`src/rtl/nco_ctrl_pkg.sv`:
```
// Shared types and default widths for the frequency-hopping NCO controller.
// The optional NCO_PHASE_RST_EN build macro is consumed by nco_hop_ctrl.
package nco_ctrl_pkg;

    localparam int FCW_W   = 32;
    localparam int DWELL_W = 16;

    typedef enum logic [1:0] {
        S_IDLE  = 2'd0,
        S_LOAD  = 2'd1,
        S_DWELL = 2'd2
    } state_t;

endpackage

```
`src/rtl/nco_hop_table.sv`:
```
// Hop table: one synchronous write port, one asynchronous read port of {fcw, dwell}.
// Contents are deliberately not reset so a controller reset keeps the programmed plan.
module nco_hop_table #(
    parameter int  NUM_HOPS = 8,
    parameter int  FCW_W    = 32,
    parameter int  DWELL_W  = 16,
    localparam int IDX_W    = (NUM_HOPS > 1) ? $clog2(NUM_HOPS) : 1,
    localparam int ENT_W    = FCW_W + DWELL_W
) (
    input  logic               clk,
    input  logic               we,
    input  logic [IDX_W-1:0]   waddr,
    input  logic [FCW_W-1:0]   wfcw,
    input  logic [DWELL_W-1:0] wdwell,
    input  logic [IDX_W-1:0]   raddr,
    output logic [FCW_W-1:0]   rfcw,
    output logic [DWELL_W-1:0] rdwell
);

    logic [ENT_W-1:0] entry_vec [NUM_HOPS];
    logic [ENT_W-1:0] rd_entry;

    generate
        for (genvar gi = 0; gi < NUM_HOPS; gi++) begin : g_entry
            logic [ENT_W-1:0] entry_reg;

            // Addresses beyond the table depth match no entry and are dropped.
            always_ff @(posedge clk) begin
                if (we && (waddr == IDX_W'(gi))) begin
                    entry_reg <= {wfcw, wdwell};
                end
            end

            assign entry_vec[gi] = entry_reg;
        end
    endgenerate

    always_comb begin
        rd_entry = '0;
        if (int'(raddr) < NUM_HOPS) begin
            rd_entry = entry_vec[raddr];
        end
    end

    assign rfcw   = rd_entry[ENT_W-1:DWELL_W];
    assign rdwell = rd_entry[DWELL_W-1:0];

endmodule

```
`src/rtl/nco_hop_ctrl.sv`:
```
// Frequency-hop sequencer: walks the hop table, handing each FCW to the NCO and dwelling.
// Define NCO_PHASE_RST_EN to pulse nco_phase_rst on every accepted load.
module nco_hop_ctrl #(
    parameter int  NUM_HOPS = 8,
    parameter int  FCW_W    = nco_ctrl_pkg::FCW_W,
    parameter int  DWELL_W  = nco_ctrl_pkg::DWELL_W,
    localparam int IDX_W    = (NUM_HOPS > 1) ? $clog2(NUM_HOPS) : 1
) (
    input  logic               clk,
    input  logic               rst,
    input  logic               start,
    input  logic               stop,
    input  logic               loop_en,
    input  logic [IDX_W-1:0]   num_hops_m1,
    input  logic               cfg_we,
    input  logic [IDX_W-1:0]   cfg_addr,
    input  logic [FCW_W-1:0]   cfg_fcw,
    input  logic [DWELL_W-1:0] cfg_dwell,
    output logic [FCW_W-1:0]   nco_fcw,
    output logic               nco_load,
    input  logic               nco_ack,
    output logic               nco_en,
    output logic               nco_phase_rst,
    output logic               busy,
    output logic [IDX_W-1:0]   hop_idx,
    output logic               done
);

    import nco_ctrl_pkg::*;

    localparam logic [IDX_W-1:0] LAST_MAX = IDX_W'(NUM_HOPS - 1);

    state_t             state_reg, state_next;
    logic [IDX_W-1:0]   hop_idx_reg, hop_idx_next;
    logic [IDX_W-1:0]   last_reg, last_next;
    logic [DWELL_W-1:0] dwell_reg, dwell_next;
    logic               nco_en_reg, nco_en_next;
    logic               done_reg, done_next;

    logic [FCW_W-1:0]   tbl_fcw;
    logic [DWELL_W-1:0] tbl_dwell;
    logic               accept;

    nco_hop_table #(
        .NUM_HOPS (NUM_HOPS),
        .FCW_W    (FCW_W),
        .DWELL_W  (DWELL_W)
    ) u_table (
        .clk    (clk),
        .we     (cfg_we && !busy),
        .waddr  (cfg_addr),
        .wfcw   (cfg_fcw),
        .wdwell (cfg_dwell),
        .raddr  (hop_idx_reg),
        .rfcw   (tbl_fcw),
        .rdwell (tbl_dwell)
    );

    // An abort in the same cycle means the NCO never really took the word.
    assign accept = (state_reg == S_LOAD) && nco_ack && !stop && !rst;

    always_comb begin
        state_next   = state_reg;
        hop_idx_next = hop_idx_reg;
        last_next    = last_reg;
        dwell_next   = dwell_reg;
        nco_en_next  = nco_en_reg;
        done_next    = 1'b0;

        if (stop) begin
            state_next  = S_IDLE;
            nco_en_next = 1'b0;
            dwell_next  = '0;
        end else begin
            case (state_reg)
                S_IDLE: begin
                    if (start) begin
                        state_next   = S_LOAD;
                        hop_idx_next = '0;
                        last_next    = (num_hops_m1 > LAST_MAX) ? LAST_MAX : num_hops_m1;
                    end
                end
                S_LOAD: begin
                    if (nco_ack) begin
                        state_next  = S_DWELL;
                        nco_en_next = 1'b1;
                        dwell_next  = (tbl_dwell == '0) ? DWELL_W'(1) : tbl_dwell;
                    end
                end
                S_DWELL: begin
                    if (dwell_reg <= DWELL_W'(1)) begin
                        dwell_next = '0;
                        if (hop_idx_reg < last_reg) begin
                            state_next   = S_LOAD;
                            hop_idx_next = hop_idx_reg + 1'b1;
                        end else if (loop_en) begin
                            state_next   = S_LOAD;
                            hop_idx_next = '0;
                        end else begin
                            state_next  = S_IDLE;
                            nco_en_next = 1'b0;
                            done_next   = 1'b1;
                        end
                    end else begin
                        dwell_next = dwell_reg - 1'b1;
                    end
                end
                default: begin
                    state_next  = S_IDLE;
                    nco_en_next = 1'b0;
                end
            endcase
        end
    end

    always_ff @(posedge clk) begin
        if (rst) begin
            state_reg   <= S_IDLE;
            hop_idx_reg <= '0;
            last_reg    <= '0;
            dwell_reg   <= '0;
            nco_en_reg  <= 1'b0;
            done_reg    <= 1'b0;
        end else begin
            state_reg   <= state_next;
            hop_idx_reg <= hop_idx_next;
            last_reg    <= last_next;
            dwell_reg   <= dwell_next;
            nco_en_reg  <= nco_en_next;
            done_reg    <= done_next;
        end
    end

    // The table is write-locked while busy, so its read data is stable for the whole hop.
    assign busy     = (state_reg != S_IDLE);
    assign nco_load = (state_reg == S_LOAD);
    assign nco_fcw  = busy ? tbl_fcw : '0;
    assign nco_en   = nco_en_reg;
    assign hop_idx  = hop_idx_reg;
    assign done     = done_reg;

`ifdef NCO_PHASE_RST_EN
    assign nco_phase_rst = accept;
`else
    assign nco_phase_rst = 1'b0;
`endif

endmodule

```
`config.mk`:
```
export PLATFORM = sky130hd
export DESIGN_NAME = nco_hop_ctrl
export DESIGN_NICKNAME = d
export VERILOG_FILES = /design/src/rtl/nco_ctrl_pkg.sv /design/src/rtl/nco_hop_table.sv /design/src/rtl/nco_hop_ctrl.sv
export SDC_FILE = /design/constraint.sdc
export NUM_CORES = 1
export LEC_CHECK = 0
export CELL_PAD_IN_SITES_DETAIL_PLACEMENT = 0
export CELL_PAD_IN_SITES_GLOBAL_PLACEMENT = 1
export CORE_UTILIZATION = 54
export CTS_BUF_LIST = sky130_fd_sc_hd__clkbuf_4
export CTS_CLUSTER_DIAMETER = 40
export CTS_CLUSTER_SIZE = 40
export DETAILED_ROUTE_END_ITERATION = 10
export PLACE_DENSITY_LB_ADDON = 0.1
export SYNTH_ARGS = -nofsm -noshare
export SYNTH_HDL_FRONTEND = slang
export SYNTH_HIERARCHICAL = 1
export SYNTH_SLANG_ARGS = --single-unit
```
`constraint.sdc`:
```
create_clock -name clk -period 6.8 [get_ports clk]
set_input_delay 1.36 -clock clk [delete_from_list [all_inputs] [get_ports clk]]
set_output_delay 1.36 -clock clk [all_outputs]
set_load 0.02 [all_outputs]
```
-- Word-level counts from Yosys, hierarchy flattened
Index checks and enable logic that the tools add are counted.
- input port bits: 61
- logic and storage cells: 89
- output and inout bits: 40
- register bits after elaboration: 410
- multiplexer cells: 26
- eq/ne operators: 15
- reductions and logical operators: 23
- bitwise logic cells: 5
- add/subtract/negate cells: 2
- order comparisons: 4
- operator list (cell ; count):
    binary-select mux 48 bit (select 3 bit) ; 1
    2-to-1 mux 48 bit ; 2
    2-to-1 mux 16 bit ; 3
    2-to-1 mux 32 bit ; 1
    case mux 16 bit (2 select lines) ; 1
    less-or-equal comparator 16 x 1 -> 1 bit (second input constant) ; 1
    logical NOT 16 bit ; 1
    subtractor 16 x 1 -> 16 bit (second input constant) ; 1
    2-to-1 mux 3 bit ; 5
    equality test 3 bit (second input constant) ; 4
    AND reduction 5 bit ; 2
    logical AND 1 bit ; 9
    inequality test 2 bit (second input constant) ; 4
    2-to-1 mux 1 bit ; 7
    equality test 3 x 2 -> 1 bit (second input constant) ; 2
    2-to-1 mux 2 bit ; 3
    case mux 2 bit (3 select lines) ; 1
    case mux 3 bit (2 select lines) ; 1
    AND reduction 3 bit ; 2
    nonzero test 2 bit ; 3
    OR reduction 5 bit ; 1
    greater-or-equal comparator 4 bit (second input constant) ; 1
    inverter 1 bit ; 4
    inverter 3 -> 4 bit ; 1
    other kinds (14) ; 14

-- Depth between registers and ports, before layout
Gate-level depths: netlist of the first run.
- word-level depth: 8
- depth in mapped cells: 10
- mapped depth without buffers: 7

-- Hierarchy
Netlist of the first run, hierarchy kept.
- by module, submodules not included (module ; cells each ; instances ; sequential area each (um^2) ; area each (um^2)):
    nco_hop_table ; 568 ; 1 ; 11531.1 ; 14659.1
    nco_hop_ctrl ; 259 ; 1 ; 520.5 ; 1905.6

-- Worst setup path before layout of the first run
OpenSTA, ideal clock, no wires.
- path type: input port to flip-flop
- start point: input port cfg_we
- end point: register u_table.g_entry[0].entry_reg[0], enable pin
- required time: 6287 ps
- stages: 4
- buffers on the path: 0
- slack: 1387 ps
- library setup time: 513 ps
- data arrival time: 4900 ps
- cells stage by stage: inv_1 > nor2_1 > nand2b_1 > nor3_1
- word-level cells in the longest chain between the ends: 2
- ends and longest elaborated chain (item ; RTL line ; RTL):
    start: declaration ; nco_hop_ctrl.sv:15 ; input logic cfg_we,
    logical AND 1 bit ; nco_hop_ctrl.sv:50 ; .we (cfg_we && !busy),
    logical AND 1 bit ; nco_hop_table.sv:29 ; if (we && (waddr == IDX_W'(gi))) begin
    end signal: assignment ; nco_hop_table.sv:30 ; entry_reg <= {wfcw, wdwell};
    end: declaration ; nco_hop_table.sv:25 ; logic [ENT_W-1:0] entry_reg;
No other way between the ends.
A chain may end at the register's enable or synchronous reset.

-- Final worst setup path of the first run
- start point: register hop_idx_reg[0] (netlist: hop_idx[0])
- end point: output port nco_fcw[15]
- word-level cells in the longest chain between the ends: 5
- ends and longest elaborated chain (item ; RTL line ; RTL):
    start: declaration ; nco_hop_ctrl.sv:34 ; logic [IDX_W-1:0] hop_idx_reg, hop_idx_next;
    start signal: assignment ; nco_hop_ctrl.sv:126 ; hop_idx_reg <= hop_idx_next;
    inverter 3 -> 4 bit (not written as such) ; nco_hop_table.sv:41 ; rd_entry = entry_vec[raddr];
    binary-select mux 48 bit (select 3 bit) ; nco_hop_table.sv:41 ;
    2-to-1 mux 48 bit (not written as such) (2 in series) ; nco_hop_table.sv:41 ;
    via tbl_fcw[15] ; nco_hop_ctrl.sv:40 ; logic [FCW_W-1:0] tbl_fcw;
    2-to-1 mux 32 bit ; nco_hop_ctrl.sv:137 ; assign nco_fcw = busy ? tbl_fcw : '0;
    end: declaration ; nco_hop_ctrl.sv:19 ; output logic [FCW_W-1:0] nco_fcw,
The timed path passes the listed nets, and every way through them passes these cells. The select of a mux whose other input is x is not followed.

==> results of run 1 <==
-- final cells by class --
cell class              count  area (um^2)
multi-input cells         361         4240
well taps                 390          488
inverters                  13         48.8
flip-flops and latches    410        12100
repair buffers            115         1110
diodes                      1         2.50
clock inverters            33          388
fillers                  2055        11100
clock buffers              52          390
-- stage by stage --
stage	area (um^2)	cells
global route	18700	1375
CTS	18700	1374
finish	18700	1375
detailed placement	18000	1289
global placement	18000	1289
floorplan	16600	827
-- per-layer routing --
metal  vias to the layer above  routed length, um  global-route usage [%]
met5                         -                  0                       0
met4                         0                502                    5.14
met3                        48               2010                    5.15
met2                       204              16600                    37.3
met1                      4163              13800                    28.5
li1                       3627                  -                       -
-- cell usage in the layout, fill, tap and decap left out, types with 17 or more instances in the layout --
| master | n |
|---|---|
| nor2_1 | 25 |
| edfxtp_1 | 384 |
| mux2_4 | 40 |
| nand2_1 | 17 |
| a21oi_1 | 22 |
| clkdlybuf4s50_1 | 99 |
| mux4_2 | 93 |
| and2_1 | 32 |
| dfxtp_1 | 23 |
| clkbuf_4 | 52 |
-- power by group --
group / internal, mW / leakage, nW / switching (mW) / total [mW]
logic: 0.0831 / 1.77 / 0.116 / 0.199
clock network: 0.622 / 0.422 / 0.895 / 1.52
registers: 2.80 / 3.70 / 0.0140 / 2.82
-- synth_stat cells, types with 3 or more instances --
library cell / number
a21oi_1: 22
a222oi_1: 4
a31oi_1: 3
and2_1: 32
buf_12: 5
buf_2: 13
clkbuf_1: 22
dfxtp_1: 26
edfxtp_1: 384
ha_1: 5
inv_1: 13
mux2_2: 10
mux2_4: 40
mux2i_1: 5
mux4_1: 3
mux4_2: 93
nand2_1: 17
nand2b_1: 9
nand3_1: 16
nor2_1: 31
nor3_1: 5
nor4_1: 9
o21ai_0: 14
or2_2: 3
xnor2_1: 6
xor2_1: 3
-- kinds of logic after synthesis --
family / Yosys count / share of synthesized area (%)
other: 1 / 0.0226
AO/OA/AOI/OAI: 58 / 2.19
XOR/XNOR: 9 / 0.476
flip-flops: 410 / 72.8
adder cells (fa/ha/maj): 5 / 0.378
multiplexers: 151 / 17.7
AND/OR/NAND/NOR: 137 / 4.48
buffers and inverters: 56 / 1.97
-- worst min path at each step --
stage / to / from / depth (start not counted) / slack (ns)
after floorplan: last_reg[0] / last_reg[0] / 2 / 0.46
after global placement: nco_en / nco_en / 2 / 0.46
after detailed placement: nco_en / nco_en / 2 / 0.47
after CTS: nco_en / nco_en / 2 / 0.49
after global routing: nco_en / nco_en / 2 / 0.52
final: nco_en / nco_en / 2 / 0.49
-- critical path: stages, from the launching register on --
cell and delay, ns:
dfxtp_4 1.03, buf_4 0.46, mux4_2 0.57, mux2_4 0.29
and2_1 0.14, clkdlybuf4s50_1 0.53
==> results.ini, run 1 <==
[status]
status = complete, no violations

[routing]
wl_per_cell_um = 23.9
antenna_left = 0
vias_per_cell = 5.85
dr_total_vias = 8042
drtIter0Drc = 610
firstDrtPassIters = 5
drc = 0
wirelength_mm = 32.8

[critical_path]
critPathKind = reg -> out
worstSetupEndpoint = nco_fcw[15]
crit_arrival_ns = 3.75
ff2ff_path_depth = 9
crit_path_end_kind = output pin
regToRegSetupSlack_ns = 2.98
path_max_fanout = 53
startpoint_type = flop
r2r-start = hop_idx[0]
required_ns = 5.44
worstSetupStartpoint = hop_idx[0]
timing.rr.end = dwell_reg[0]

[global_routing]
overflow = 0
grt_max_degree = 75
grt_util_all_layers_pct = 21.9
grt_pass1_wl_mm = 50.3
grt_antenna_before_repair = 1
grt_pass1_vias = 8654

[sta]
setup_slack_ns = 1.69
rsz0062_at_grt = no
tns_ns = 0
period_needed_ns = 5.11
slew_violations = 0
skew_ns = 0.0833
setup_viol = 0
hold_viol = 0
relSlewSlack_pct = 23.1
tightest_slew_ns = 1.14
period_share_pct = 75.1
max_freq_mhz = 196
hold_ws_ns = 0.487

[clocking]
cts_resized = 0
cts_setup_buffers = 0
insertion_delay_ns = 0.75
clock_path_buffers = 3
cts_sinks = 410
cts_hold_buffers = 0
cts_root_buf = clkbuf_4
cts_tree = built
cts_inserted_buffers = 47
clkTransAtPathRegs_ns = 0.13
cts_max_level = 2

[floorplanning]
rows = 63
core-area_um2 = 29900
ioPinCount = 101
die_h_um = 177
initial_utilization_pct = 55.4
dieWidth_um = 177
dieArea_um2 = 31400

[finish]
area_delta_synth_final_pct = 13.1
final_util_pct = 62.7
largest_reg_flops = 384
num-nets-final = 1014
final_layout_size_suffix_gt1_share_pct = 26.6

[synthesis]
synthCells = 827
syn_nets = 893
synth_warnings = 6
yosysUniqueCellTypes = 52
synth_top_area_cell = edfxtp_1
synth_edf_count = 384
syn_area_um2 = 16600
ys_async_sr_fraction_pct = 0
syn_avg_cell_area_um2 = 20.0
ys_seq_area_share_pct = 72.8
synth_seq_cells = 410
synthFlopType = edfxtp_1
synthTopCellsByArea = edfxtp_1 70%, mux4_2 13%, mux2_4 3.6%, dfxtp_1 3.1%, and2_1 1.2%
yosysTopAreaCellShare_pct = 69.6

[placed_design]
place_ws_ns = 2.32
io_buffers = 99
gp_congestion = 0.841
hpwlAfterDp_mm = 19.1

[pwr]
power_density_nw_per_um2 = 242
report.power.total_mw = 4.53
p_leak_nw = 5.89
ir_drop_uv = 165

[min_path]
hp-class = reg -> reg

[run]
drv_cap = 0

(Power assumes the default switching activity.)
==> inputs of run 2 (changes only) <==
==> constraint.sdc (replaced) <==
create_clock -name clk -period 4.8 [get_ports clk]
set_input_delay 0.96 -clock clk [delete_from_list [all_inputs] [get_ports clk]]
set_output_delay 0.96 -clock clk [all_outputs]
set_load 0.02 [all_outputs]
==> results.ini, run 2 (synthesis results as in run 1) <==
[status]
status = complete, no violations

[clocking]
cts_resized = 0
insertion_delay_ns = 0.72
cts_root_buf = clkbuf_4
cts_inserted_buffers = 47
cts_setup_buffers = 0
cts_tree = built
clkTransAtPathRegs_ns = 0.13
cts_hold_buffers = 0
cts_max_level = 2
clock_path_buffers = 3
cts_sinks = 410

[run]
drv_cap = 0

[global_routing]
grt_pass1_vias = 8678
grt_util_all_layers_pct = 22.2
grt_max_degree = 87
grt_antenna_before_repair = 1
overflow = 0
grt_pass1_wl_mm = 51.2

[finish]
most-common-layout-cells = 384 x edfxtp_1, 99 x clkdlybuf4s50_1, 93 x mux4_2
final_layout_size_suffix_gt1_share_pct = 26.9
num-nets-final = 1020
area_delta_synth_final_pct = 14.6
largest_reg_flops = 384
layout_commonest_cell = edfxtp_1
final_util_pct = 63.6

[routing]
drc = 0
wirelength_mm = 33.1
antenna_left = 0
vias_per_cell = 5.89
dr_total_vias = 8148
drtIter0Drc = 604
wl_per_cell_um = 23.9
firstDrtPassIters = 5

[critical_path]
path_max_fanout = 34
startpoint_type = flop
crit_path_end_kind = output pin
critPathKind = reg -> out
regToRegSetupSlack_ns = 1.57
required_ns = 3.84
crit_arrival_ns = 3.28

[sta]
setup_viol = 0
tightest_slew_ns = 1.09
period_needed_ns = 4.24
rsz0062_at_grt = no
hold_viol = 0
skew_ns = 0.0578
slew_violations = 0
period_share_pct = 88.4
tns_ns = 0
max_freq_mhz = 236
relSlewSlack_pct = 26.7

[pwr]
ir_drop_uv = 330
power_density_nw_per_um2 = 347
report.power.total_mw = 6.58
p_leak_nw = 5.98

[placed_design]
gp_congestion = 0.803
io_buffers = 99
hpwlAfterDp_mm = 19.0

[floorplanning]
dieWidth_um = 177
die_h_um = 177
initial_utilization_pct = 55.4
dieArea_um2 = 31400
rows = 63
core-area_um2 = 29900
ioPinCount = 101

[min_path]
hp-class = reg -> reg

run 2: changes by cell type in the layout (fill, tap and decap cells not counted), sizes merged:
cell | before | now
inv | 28 | 22
clkbuf | 52 | 51
bufinv | 5 | 6
buf | 16 | 22
clkinv | 8 | 16
run 2: path summary, 6_finish.rpt:
check                           cells past startpoint         start                                to
worst max-delay path                                5    hop_idx[0]                       nco_fcw[16]
worst min-delay path                                2        nco_en                            nco_en
worst max register to register                      5  state_reg[0]  u_table/g_entry[1].entry_reg[26]
worst min register to register                      2        nco_en                            nco_en
run 2: metrics by stage:
step                setup WS (ns)  instance area [um^2]  cells  hold slack [ns]
floorplan                    1.02                 16600    827            0.462
global placement             1.26                 18100   1295            0.455
detailed placement           1.24                 18100   1295            0.462
CTS                         0.432                 19000   1382            0.481
global route                0.323                 19000   1383            0.519
finish                      0.555                 19000   1383            0.479
run 2: where the power goes:
group	leakage, nW	total [mW]	switching, mW	internal [mW]
Clock	0.454	2.30	1.34	0.960
Combinational	1.83	0.289	0.167	0.122
Sequential	3.70	3.99	0.0189	3.97
run 2: area by class of cell:
cell class | instances | area, um^2
sequential | 410 | 12100
fill | 2068 | 10900
multi-input combinational | 361 | 4250
timing repair buffer | 121 | 1240
clock inverter | 36 | 503
tap | 390 | 488
clock buffer | 51 | 383
inverter | 13 | 48.8
antenna | 1 | 2.50
run 2: metal layers:
metal  vias to the layer above  part of all wire, %  track usage, %
li1                       3642                    -               -
met1                      4249                   42            29.5
met2                       219                   52            38.2
met3                        38                  5.1            3.87
met4                         0                  1.4            5.68
met5                         -                    0               0
run 2: critical path, cell delays in order, from the launching register on:
cell	delay, ns
dfxtp_4	0.68
buf_12	0.34
mux4_2	0.55
mux2_4	0.27
and2_1	0.17
clkdlybuf4s50_1	0.55
==> inputs of run 3 (changes only) <==
--- a/config.mk
+++ b/config.mk
@@ -13,6 +13,7 @@
 export CTS_CLUSTER_SIZE = 40
 export DETAILED_ROUTE_END_ITERATION = 10
 export PLACE_DENSITY_LB_ADDON = 0.1
+export SLEW_MARGIN = 10
 export SYNTH_ARGS = -nofsm -noshare
 export SYNTH_HDL_FRONTEND = slang
 export SYNTH_HIERARCHICAL = 1
==> constraint.sdc (replaced) <==
create_clock -name clk -period 4.7 [get_ports clk]
set_input_delay 0.94 -clock clk [delete_from_list [all_inputs] [get_ports clk]]
set_output_delay 0.94 -clock clk [all_outputs]
set_load 0.02 [all_outputs]
==> results.ini, run 3 (synthesis results as in run 1) <==
[critical_path]
worstSetupStartpoint = hop_idx[0]
crit_slowest_cell = dfxtp_4
crit_chain = buf_12 > mux4_2 > mux2_2 > and2_1 > clkdlybuf4s50_1
critPathKind = reg -> out
r2r-start = state_reg[0]
crit_arrival_ns = 3.23
required_ns = 3.76
startpoint_type = flop
crit_path_end_kind = output pin
max_stage_delay_ns = 0.65
path_max_fanout = 34

[finish]
nFillCells = 2086
final_util_pct = 63.4
largest_reg_flops = 384
layout_commonest_cell = edfxtp_1
final_layout_size_suffix_gt1_share_pct = 26.9
num-nets-final = 1019
most-common-layout-cells = 384 x edfxtp_1, 99 x clkdlybuf4s50_1, 93 x mux4_2
area_delta_synth_final_pct = 14.3

[sta]
relSlewSlack_pct = 27.4
period_needed_ns = 4.17
tns_ns = 0
rsz0062_at_grt = no
tightest_slew_ns = 1.08
max_freq_mhz = 240
skew_ns = 0.0527
hold_viol = 0
period_share_pct = 88.8
slew_violations = 0
setup_viol = 0

[global_routing]
grt_antenna_before_repair = 3
grt_max_degree = 66
grt_pass1_vias = 8542
grt_pass1_wl_mm = 49.2
overflow = 0
grt_util_all_layers_pct = 21.4

[pwr]
ir_drop_uv = 293
power_density_nw_per_um2 = 355
p_leak_nw = 5.95

[min_path]
hp-class = reg -> reg
hp-start = nco_en

[routing]
dr_total_vias = 8048
firstDrtPassIters = 5
wirelength_mm = 32.3
wl_per_cell_um = 23.4
drc = 0
drtIter0Drc = 660
antenna_left = 0
vias_per_cell = 5.82

[placed_design]
gp_congestion = 0.798
hpwlAfterDp_mm = 18.3
io_buffers = 99

[clocking]
cts_resized = 0
clock_path_buffers = 3
cts_setup_buffers = 0
cts_hold_buffers = 0
cts_root_buf = clkbuf_4
insertion_delay_ns = 0.73
clkTransAtPathRegs_ns = 0.13
cts_tree = built
cts_inserted_buffers = 47
cts_max_level = 2
cts_sinks = 410

[floorplanning]
core-area_um2 = 29900
initial_utilization_pct = 55.4
dieArea_um2 = 31400
die_h_um = 177
rows = 63
ioPinCount = 101
dieWidth_um = 177

[status]
status = complete, no violations

[run]
drv_cap = 0

[run 3: cell count changes in the layout (fill, tap and decap cells not counted)]
cell / delta
clkinv_4: +2
bufinv_16: +2
clkbuf_4: -2
diode_2: +1
buf_4: +1
buf_12: -2
clkinv_1: -1
inv_12: -2
clkinv_8: -7
inv_6: +5
clkinvlp_4: +3
[run 3: area by class of cell]
type | count | area, um^2 | area share (%)
antenna | 2 | 5.00 | 0.0264
clock buffer | 49 | 368 | 1.94
clock inverter | 38 | 497 | 2.62
inverter | 13 | 48.8 | 0.258
multi-input combinational | 361 | 4250 | 22.5
sequential | 410 | 12100 | 63.7
tap | 390 | 488 | 2.58
timing repair buffer | 120 | 1210 | 6.40
[run 3: where the power goes]
part / internal (mW) / leakage (nW) / switching [mW]
sequential: 4.06 / 3.70 / 0.0188
clock: 1.04 / 0.440 / 1.31
combinational: 0.123 / 1.82 / 0.169
total: 5.22 / 5.95 / 1.50
[run 3: metrics by stage]
stage	instances	total power, mW	cell area [um^2]	setup WS (ns)	hold WS [ns]
2_1_floorplan	827	4.29	16600	0.918	0.462
4_1_cts	1381	6.79	18900	0.411	0.486
3_5_place_dp	1294	4.46	18100	1.22	0.468
5_1_grt	1383	6.95	18900	0.342	0.543
3_3_place_gp	1294	4.44	18100	1.22	0.455
6_report	1383	6.72	18900	0.528	0.486
[run 3: worst paths after layout]
check | depth (start not counted) | slack (ns) | endpoint
setup / recovery | 5 | 0.53 | nco_fcw[13]
hold / removal | 2 | 0.49 | nco_en
setup reg to reg | 5 | 1.54 | u_table/g_entry[5].entry_reg[43]
hold reg to reg | 2 | 0.49 | nco_en
[run 3: critical path: cells and delay by family, from the launching register on]
family / cells / cell delay (ns)
buffers and inverters: 2 / 0.86
DFF: 1 / 0.65
muxes: 2 / 0.85
and+or+nand+nor: 1 / 0.15
[run 3: layer usage]
layer / up-vias / global-route usage (%) / part of all wire [%]
li1: 3638 / - / -
met3: 50 / 3.80 / 4.9
met4: 2 / 5.68 / 1.7
met2: 191 / 36.6 / 51
met1: 4167 / 28.3 / 42
met5: - / 0 / 0.040
